`config.mk`:
```
export PLATFORM = sky130hd
export DESIGN_NAME = posit_accum_raw_mc_flat
export DESIGN_NICKNAME = d
export VERILOG_FILES = /design/src/rtl/posit_accum_raw_mc_if.sv /design/src/rtl/posit_accum_raw_mc.sv /design/src/flat_wrapper.sv
export SDC_FILE = /design/constraint.sdc
export NUM_CORES = 2
export LEC_CHECK = 0
export BUFFER_PORTS_ARGS = -buffer_cell sky130_fd_sc_hd__buf_2
export CORE_MARGIN = 2
export CORE_UTILIZATION = 30
export DETAILED_ROUTE_END_ITERATION = 7
export GPL_ROUTABILITY_DRIVEN = 0
export HOLD_SLACK_MARGIN = 0.1
export PLACE_DENSITY_LB_ADDON = 0.08
export SLEW_MARGIN = 30
export SYNTH_ARGS = -nofsm -noshare
export SYNTH_HDL_FRONTEND = slang
export SYNTH_SLANG_ARGS = --single-unit
```
`constraint.sdc`:
```
create_clock -name clk -period 42.1 [get_ports clk]
set_clock_uncertainty 0.2 [all_clocks]
set_input_delay 10.525 -clock clk [delete_from_list [all_inputs] [get_ports clk]]
set_output_delay 10.525 -clock clk [all_outputs]
set_load 0.02 [all_outputs]
```
`src/rtl/posit_accum_raw_mc_if.sv`:
```
// Operand/result handshake bundle for the multi-channel raw posit accumulator.
interface posit_accum_raw_mc_if #(
    parameter int SCALE_W   = 8,
    parameter int FBITS_IN  = 27,
    parameter int FBITS_ACC = 64,
    parameter int CHANNELS  = 4,
    parameter int CH_W      = (CHANNELS > 1) ? $clog2(CHANNELS) : 1
);
    logic                         in_valid;
    logic                         in_ready;
    logic [CH_W-1:0]              in_ch;
    logic                         in_last;
    logic [SCALE_W+FBITS_IN+2:0]  in_data;
    logic                         out_valid;
    logic [CH_W-1:0]              out_ch;
    logic [SCALE_W+FBITS_ACC+2:0] out_data;

    modport master (
        output in_valid, in_ch, in_last, in_data,
        input  in_ready, out_valid, out_ch, out_data
    );

    modport slave (
        input  in_valid, in_ch, in_last, in_data,
        output in_ready, out_valid, out_ch, out_data
    );
endinterface

```
`src/rtl/posit_accum_raw_mc.sv`:
```
// Multi-channel ES2 raw posit accumulator: tagged operands, 4-stage add,
// per-channel busy interlock, sum emitted on the last operand.
module posit_accum_raw_mc #(
    parameter int SCALE_W   = 8,
    parameter int FBITS_IN  = 27,
    parameter int FBITS_ACC = 64,
    parameter int CHANNELS  = 4,
    parameter int CH_W      = (CHANNELS > 1) ? $clog2(CHANNELS) : 1
) (
    input  logic                clk,
    input  logic                rst,
    input  logic                clr,
    posit_accum_raw_mc_if.slave bus
);

    localparam int M    = FBITS_ACC + 4;
    localparam int LZ_W = $clog2(M + 1);
    localparam int SW   = SCALE_W + LZ_W + 1;

    typedef struct packed {
        logic                      sgn;
        logic signed [SCALE_W-1:0] scale;
        logic [FBITS_ACC-1:0]      frac;
        logic                      inf;
        logic                      zero;
    } raw_t;

    typedef struct packed {
        logic                      sgn;
        logic signed [SCALE_W-1:0] scale;
        logic [FBITS_IN-1:0]       frac;
        logic                      inf;
        logic                      zero;
    } raw_in_t;

    typedef struct packed {
        logic            last;
        logic [CH_W-1:0] ch;
        raw_t            a;
        raw_t            b;
    } s0_t;

    typedef struct packed {
        logic                      last;
        logic [CH_W-1:0]           ch;
        logic                      byp;
        raw_t                      bypv;
        logic                      sgn;
        logic                      sub;
        logic signed [SCALE_W-1:0] scale;
        logic [M-1:0]              mh;
        logic [M-1:0]              ml;
    } s1_t;

    typedef struct packed {
        logic                      last;
        logic [CH_W-1:0]           ch;
        logic                      byp;
        raw_t                      bypv;
        logic                      sgn;
        logic signed [SCALE_W-1:0] scale;
        logic [M:0]                sum;
        logic [LZ_W-1:0]           lz;
    } s2_t;

    localparam raw_t RAW_ZERO = '{
        sgn: 1'b0, scale: '0, frac: '0, inf: 1'b0, zero: 1'b1
    };
    localparam raw_t RAW_INF = '{
        sgn: 1'b0, scale: '0, frac: '0, inf: 1'b1, zero: 1'b0
    };
    localparam logic signed [SW-1:0] SC_MAX = SW'(2 ** (SCALE_W - 1) - 1);
    localparam logic signed [SW-1:0] SC_MIN = SW'(-(2 ** (SCALE_W - 1)));
    localparam logic [CH_W:0]        CH_LIM = (CH_W + 1)'(CHANNELS);

    function automatic logic [LZ_W-1:0] lzc(input logic [M-1:0] v);
        lzc = LZ_W'(M);
        for (int i = 0; i < M; i++) begin
            if (v[i]) lzc = LZ_W'(M - 1 - i);
        end
    endfunction

    raw_t                acc [CHANNELS];
    logic [CHANNELS-1:0] busy;

    raw_in_t op;
    raw_t    op_ext;
    raw_t    acc_rd;
    logic    ch_ok;
    logic    busy_sel;
    logic    accept;

    logic v0, v1, v2;
    s0_t  p0;
    s1_t  p1, s1_n;
    s2_t  p2, s2_n;

    assign op    = raw_in_t'(bus.in_data);
    assign ch_ok = {1'b0, bus.in_ch} < CH_LIM;

    always_comb begin
        busy_sel = 1'b0;
        acc_rd   = RAW_ZERO;
        for (int i = 0; i < CHANNELS; i++) begin
            if (bus.in_ch == CH_W'(i)) begin
                busy_sel = busy[i];
                acc_rd   = acc[i];
            end
        end
    end

    // Out-of-range channels handshake normally but never enter the pipe.
    assign bus.in_ready = ~clr & ~busy_sel;
    assign accept       = bus.in_valid & bus.in_ready & ch_ok;

    always_comb begin
        op_ext       = RAW_ZERO;
        op_ext.sgn   = op.sgn;
        op_ext.scale = op.scale;
        op_ext.frac  = '0;
        op_ext.frac[FBITS_ACC-1 -: FBITS_IN] = op.frac;
        op_ext.inf   = op.inf;
        op_ext.zero  = op.zero;
    end

    // S1: magnitude order and alignment; specials bypass the datapath.
    logic             b_hi;
    raw_t             hi, lo;
    logic [SCALE_W:0] diff;

    always_comb begin
        b_hi = ($signed(p0.b.scale) > $signed(p0.a.scale)) ||
               (p0.b.scale == p0.a.scale && p0.b.frac >= p0.a.frac);
        hi   = b_hi ? p0.b : p0.a;
        lo   = b_hi ? p0.a : p0.b;
        diff = {hi.scale[SCALE_W-1], hi.scale} -
               {lo.scale[SCALE_W-1], lo.scale};

        s1_n       = '0;
        s1_n.last  = p0.last;
        s1_n.ch    = p0.ch;
        s1_n.sgn   = hi.sgn;
        s1_n.sub   = hi.sgn ^ lo.sgn;
        s1_n.scale = hi.scale;
        s1_n.mh    = {1'b1, hi.frac, 3'b000};
        s1_n.ml    = '0;
        if (int'(diff) < M) s1_n.ml = {1'b1, lo.frac, 3'b000} >> diff;

        s1_n.byp  = 1'b1;
        s1_n.bypv = RAW_ZERO;
        if (p0.a.inf || p0.b.inf) s1_n.bypv = RAW_INF;
        else if (p0.b.zero)       s1_n.bypv = p0.a;
        else if (p0.a.zero)       s1_n.bypv = p0.b;
        else                      s1_n.byp  = 1'b0;
    end

    always_comb begin
        s2_n       = '0;
        s2_n.last  = p1.last;
        s2_n.ch    = p1.ch;
        s2_n.byp   = p1.byp;
        s2_n.bypv  = p1.bypv;
        s2_n.sgn   = p1.sgn;
        s2_n.scale = p1.scale;
        if (p1.sub) s2_n.sum = {1'b0, p1.mh} - {1'b0, p1.ml};
        else        s2_n.sum = {1'b0, p1.mh} + {1'b0, p1.ml};
        s2_n.lz    = lzc(s2_n.sum[M-1:0]);
    end

    // S3: normalise, truncate, saturate or flush.
    logic signed [SW-1:0] sc_ext;
    logic signed [SW-1:0] sc_new;
    logic [M-1:0]         norm;
    raw_t                 res;

    always_comb begin
        sc_ext = {{(SW - SCALE_W){p2.scale[SCALE_W-1]}}, p2.scale};
        norm   = p2.sum[M-1:0] << p2.lz;
        res      = RAW_ZERO;
        res.zero = 1'b0;
        res.sgn  = p2.sgn;
        if (p2.sum[M]) begin
            sc_new   = sc_ext + {{(SW - 1){1'b0}}, 1'b1};
            res.frac = p2.sum[M-1 -: FBITS_ACC];
        end else begin
            sc_new   = sc_ext - {{(SW - LZ_W){1'b0}}, p2.lz};
            res.frac = norm[M-2 -: FBITS_ACC];
        end
        res.scale = sc_new[SCALE_W-1:0];
        if (p2.byp) begin
            res = p2.bypv;
        end else if (p2.sum == '0 || sc_new < SC_MIN) begin
            res = RAW_ZERO;
        end else if (sc_new > SC_MAX) begin
            res.scale = SC_MAX[SCALE_W-1:0];
            res.frac  = '1;
        end
    end

    always_ff @(posedge clk or posedge rst) begin
        if (rst) begin
            for (int i = 0; i < CHANNELS; i++) acc[i] <= RAW_ZERO;
            busy          <= '0;
            v0            <= 1'b0;
            v1            <= 1'b0;
            v2            <= 1'b0;
            bus.out_valid <= 1'b0;
            bus.out_ch    <= '0;
            bus.out_data  <= RAW_ZERO;
        end else if (clr) begin
            for (int i = 0; i < CHANNELS; i++) acc[i] <= RAW_ZERO;
            busy          <= '0;
            v0            <= 1'b0;
            v1            <= 1'b0;
            v2            <= 1'b0;
            bus.out_valid <= 1'b0;
        end else begin
            v0            <= accept;
            v1            <= v0;
            v2            <= v1;
            bus.out_valid <= v2 & p2.last;
            if (v2 && p2.last) begin
                bus.out_ch   <= p2.ch;
                bus.out_data <= res;
            end
            for (int i = 0; i < CHANNELS; i++) begin
                if (v2 && p2.ch == CH_W'(i)) begin
                    acc[i]  <= p2.last ? RAW_ZERO : res;
                    busy[i] <= 1'b0;
                end
                if (accept && bus.in_ch == CH_W'(i)) busy[i] <= 1'b1;
            end
        end
    end

    always_ff @(posedge clk or posedge rst) begin
        if (rst) begin
            p0 <= '0;
            p1 <= '0;
            p2 <= '0;
        end else begin
            if (accept) begin
                p0.last <= bus.in_last;
                p0.ch   <= bus.in_ch;
                p0.a    <= acc_rd;
                p0.b    <= op_ext;
            end
            p1 <= s1_n;
            p2 <= s2_n;
        end
    end

endmodule

```
`src/flat_wrapper.sv`:
```
// flat-port wrapper written by rule: the top's interface ports become plain ports
module posit_accum_raw_mc_flat 
#(
    parameter int SCALE_W   = 8,
    parameter int FBITS_IN  = 27,
    parameter int FBITS_ACC = 64,
    parameter int CHANNELS  = 4,
    parameter int CH_W      = (CHANNELS > 1) ? $clog2(CHANNELS) : 1
)
  (clk, rst, clr, bus_in_valid, bus_in_ch, bus_in_last, bus_in_data, bus_in_ready, bus_out_valid, bus_out_ch, bus_out_data);
  posit_accum_raw_mc_if #(.SCALE_W(SCALE_W), .FBITS_IN(FBITS_IN), .FBITS_ACC(FBITS_ACC), .CHANNELS(CHANNELS), .CH_W(CH_W)) bus_i ();
  input  logic clk;
  input  logic rst;
  input  logic clr;
  input wire logic [$bits(bus_i.in_valid)-1:0] bus_in_valid;
  input wire logic [$bits(bus_i.in_ch)-1:0] bus_in_ch;
  input wire logic [$bits(bus_i.in_last)-1:0] bus_in_last;
  input wire logic [$bits(bus_i.in_data)-1:0] bus_in_data;
  output wire logic [$bits(bus_i.in_ready)-1:0] bus_in_ready;
  output wire logic [$bits(bus_i.out_valid)-1:0] bus_out_valid;
  output wire logic [$bits(bus_i.out_ch)-1:0] bus_out_ch;
  output wire logic [$bits(bus_i.out_data)-1:0] bus_out_data;
  assign bus_i.in_valid = bus_in_valid;
  assign bus_i.in_ch = bus_in_ch;
  assign bus_i.in_last = bus_in_last;
  assign bus_i.in_data = bus_in_data;
  assign bus_in_ready = bus_i.in_ready;
  assign bus_out_valid = bus_i.out_valid;
  assign bus_out_ch = bus_i.out_ch;
  assign bus_out_data = bus_i.out_data;
  posit_accum_raw_mc #(.SCALE_W(SCALE_W), .FBITS_IN(FBITS_IN), .FBITS_ACC(FBITS_ACC), .CHANNELS(CHANNELS), .CH_W(CH_W)) u_core (.clk(clk), .rst(rst), .clr(clr), .bus(bus_i));
endmodule
```
==> flow_summary.ini <==
[global_route]
grt_antenna_before_repair = 15
grt_max_degree = 181
grt_pass1_wl_um = 314000
overflow = 0
grt_use_total_pct = 23.5
grt_pass1_vias = 43000

[synth]
synth_seq_area_share_pct = 42.1
async_reset_ff_share_pct = 100
synth.area.top_cells = dfrtp_1 42%, mux4_2 6.5%, o21ai_0 5.6%
synth_cell_types = 110
postSynthCellCount = 5541
ys_seq_elements = 887
postSynthAreaPerCell_um2 = 9.51
synth_ff_type = dfrtp_1
syn_nets = 5765
ys_warn_count = 0
yosysTopAreaCellShare_pct = 41.9
synth_edf_count = 0
yosys.area.top_type = dfrtp_1
syn_area_um2 = 52700

[hold_path]
hp-class = reg -> reg

[pwr]
peakVddDrop_mv = 0.0515
power_frac_seq_pct = 25.6
p_int_uw = 2240
clockPowerShare_pct = 22.5
p_leak_uw = 0.0265
p_comb_share_pct = 51.9
p_sw_uw = 2070
switching_share_pct = 48.0
powerDensity_nw_per_um2 = 72.5

[detailed_routing]
drtIter0Drc = 4299
dr_total_vias = 44000
routedWlPerCell_um = 27.1
first_pass_iters = 8
drtAntennaViolNets = 0
vias_per_cell = 5.58
postRouteWirelength_um = 214000
drc = 3

[worst_setup_path]
cp_max_fo = 42
cp.required_ns = 31.38
r2r_cells = 17
crit_path_start = bus_in_ch[0]
start_kind = input port
path_class = in -> out
r2r-start = u_core.p0[79]$_DFFE_PP0P_
worstReg2RegEnd = u_core.p1[5]$_DFF_PP0_
end_kind = output port
rrSetupSlack_ns = 34.18
arrival_ns = 11.95
crit_end = bus_in_ready

[floorplanning]
dieArea_um2 = 179000
start_util_pct = 30.2
die_y_um = 423
coreArea_um2 = 174000
ioPinCount = 124
die_w_um = 423
rows = 153

[clock_network]
postCtsSetupBuffers = 0
ctsHoldBuffers = 0
cts-buffers-inserted = 107
root_buffer = clkbuf_16
clock-sinks = 887
cts_tree = yes
clk_latency_ns = 0.76
clkTransAtPathRegs_ns = 0.06
ctsResizeCount = 0
htreeDepth = 3
cts_buffer_depth = 3

[place]
placed_cell_area_um2 = 55700
numPortBuffers = 123
dp_hpwl_um = 155000

[sta]
slew_headroom_pct = 23.9
drv_slew = 0
rsz0062_at_grt = no
fin_tns_setup_ns = 0
fmax_mhz = 44.1
hold_viol_final = 0
setup_viol = 0
worst_slew_pin_slew_ns = 1.14
period_share_pct = 53.9
period_minus_slack_ns = 22.68

[run_status]
status = finished, violations left
violations = design-rule violations

[finish]
seq_area_um2 = 22200
fill_cells = 18100
fin_nets = 5694
multi_input_area_um2 = 28200
area_delta_synth_final_pct = 12.8
drive_gt1_share_pct = 14.4
fin_area_um2 = 59500

[flow_run]
cap_violations = 0
-- cell usage after synthesis (all sizes together) (44+ instances only) --
library cell / n
clkbuf: 327
and3: 120
mux2: 155
xnor2: 59
mux4: 151
mux2i: 188
nor3: 106
nand3: 71
o21ai: 597
ha: 177
a31oi: 44
nor4: 51
nor2: 325
buf: 80
dfrtp: 882
a221oi: 44
nand3b: 228
a21o: 54
inv: 227
a21oi: 295
nand2: 707
a211oi: 63
nand2b: 46
-- layout make-up --
type                            instances  share of cell area, %
Antenna cell                            2                0.00842
Clock buffer                          158                   5.21
Clock inverter                         39                  0.953
Inverter                              228                   1.46
Multi-Input combinational cell       4019                   47.5
Sequential cell                       887                   37.4
Tap cell                             2325                   4.89
Timing Repair Buffer                  227                   2.60
-- power groups by stage --
stage               sequential, uW  clock, uW  combinational [uW]
floorplan                     1060          0                1390
global placement              1120          0                2200
detailed placement            1120          0                2200
CTS                           1100        995                2220
global route                  1110       1030                2400
finish                        1100        969                2240
-- flip-flops by register name, summed over array words and instances, names as in the netlist --
| name | cells |
|---|---|
| u_core.bus.out_valid | 1 |
| u_core.busy | 4 |
| u_core.p2 | 164 |
| u_core.bus.out_ch | 2 |
| u_core.acc | 300 |
| u_core.bus.out_data | 75 |
| u_core.p1 | 222 |
| u_core.p0 | 116 |
| u_core.v2 | 1 |
| u_core.v1 | 1 |
| u_core.v0 | 1 |
-- layer usage --
layer / up-vias / wire length, um / track usage, %
li1: 19900 / - / -
met1: 22500 / 97400 / 33.3
met2: 1328 / 99000 / 37.2
met3: 254 / 10600 / 3.13
met4: 6 / 6750 / 6.74
met5: - / 53 / 0
-- how the worst min path moves through the flow --
| stage | startpoint | to | slack (ns) | cells past startpoint |
|---|---|---|---|---|
| finish | u_core.p1[163]$_DFF_PP0_ | u_core.p2[102]$_DFF_PP0_ | 0.13 | 0 |
| detailed placement | u_core.p1[221]$_DFF_PP0_ | u_core.p2[160]$_DFF_PP0_ | 0.13 | 0 |
| global placement | u_core.p1[169]$_DFF_PP0_ | u_core.p2[108]$_DFF_PP0_ | 0.13 | 0 |
| global route | u_core.p1[183]$_DFF_PP0_ | u_core.p2[122]$_DFF_PP0_ | 0.15 | 0 |
| CTS | u_core.p1[163]$_DFF_PP0_ | u_core.p2[102]$_DFF_PP0_ | 0.12 | 0 |
| floorplan | u_core.p1[161]$_DFF_PP0_ | u_core.p2[100]$_DFF_PP0_ | 0.13 | 0 |
-- layout by cell type, fill, tap and decap left out, types with 23 or more instances in the layout --
| cell | synthesis | layout |
|---|---|---|
| a211oi_1 | 60 | 60 |
| a21o_1 | 54 | 54 |
| a21oi_1 | 295 | 294 |
| a221oi_1 | 42 | 42 |
| a31oi_1 | 42 | 42 |
| and3_1 | 120 | 120 |
| buf_2 | 28 | 120 |
| buf_4 | 3 | 93 |
| clkbuf_1 | 327 | 29 |
| clkbuf_16 | 0 | 108 |
| dfrtp_1 | 882 | 875 |
| ha_1 | 177 | 175 |
| inv_1 | 224 | 221 |
| mux2_2 | 154 | 154 |
| mux2i_1 | 188 | 188 |
| mux4_2 | 151 | 151 |
| nand2_1 | 705 | 703 |
| nand2b_1 | 45 | 44 |
| nand3_1 | 71 | 70 |
| nand3b_1 | 228 | 228 |
| nor2_1 | 324 | 321 |
| nor2b_1 | 35 | 35 |
| nor3_1 | 105 | 102 |
| nor4_1 | 49 | 45 |
| o211ai_1 | 40 | 40 |
| o21a_1 | 27 | 27 |
| o21ai_0 | 591 | 590 |
| o21bai_1 | 23 | 23 |
| o22ai_1 | 27 | 27 |
| xnor2_1 | 58 | 55 |
-- per-stage QoR --
step                      instances  utilization (%)  hold WS, ns  total power [uW]  setup WS [ns]
after floorplan                5541                -        0.131              2440           6.45
after global placement         7680             31.9        0.131              3320          19.32
after detailed placement       7683             32.0        0.135              3320          19.34
after CTS                      7880             34.1        0.123              4310          19.34
after global routing           7883             34.1        0.149              4540          19.31
final                          7885             34.1        0.132              4310          19.42
-- cells by family (layout without fill, tap and decap cells) --
group | after synthesis | after routing | share of synthesized area [%]
DFF | 887 | 887 | 42.1
buffers and inverters | 635 | 652 | 4.61
AOI/OAI and AO/OA | 1458 | 1458 | 17.4
other | 1 | 3 | 0.00712
muxes | 494 | 494 | 13.3
adders and majority gates | 179 | 179 | 4.28
and+or+nand+nor | 1816 | 1816 | 17.0
xor gates and xnor gates | 71 | 71 | 1.24
-- worst max-delay path, cell delays in order --
cell and delay (ns):
buf_6 0.47, mux4_2 0.60, nor2_1 0.15, buf_2 0.19
(Power assumes the default switching activity.)
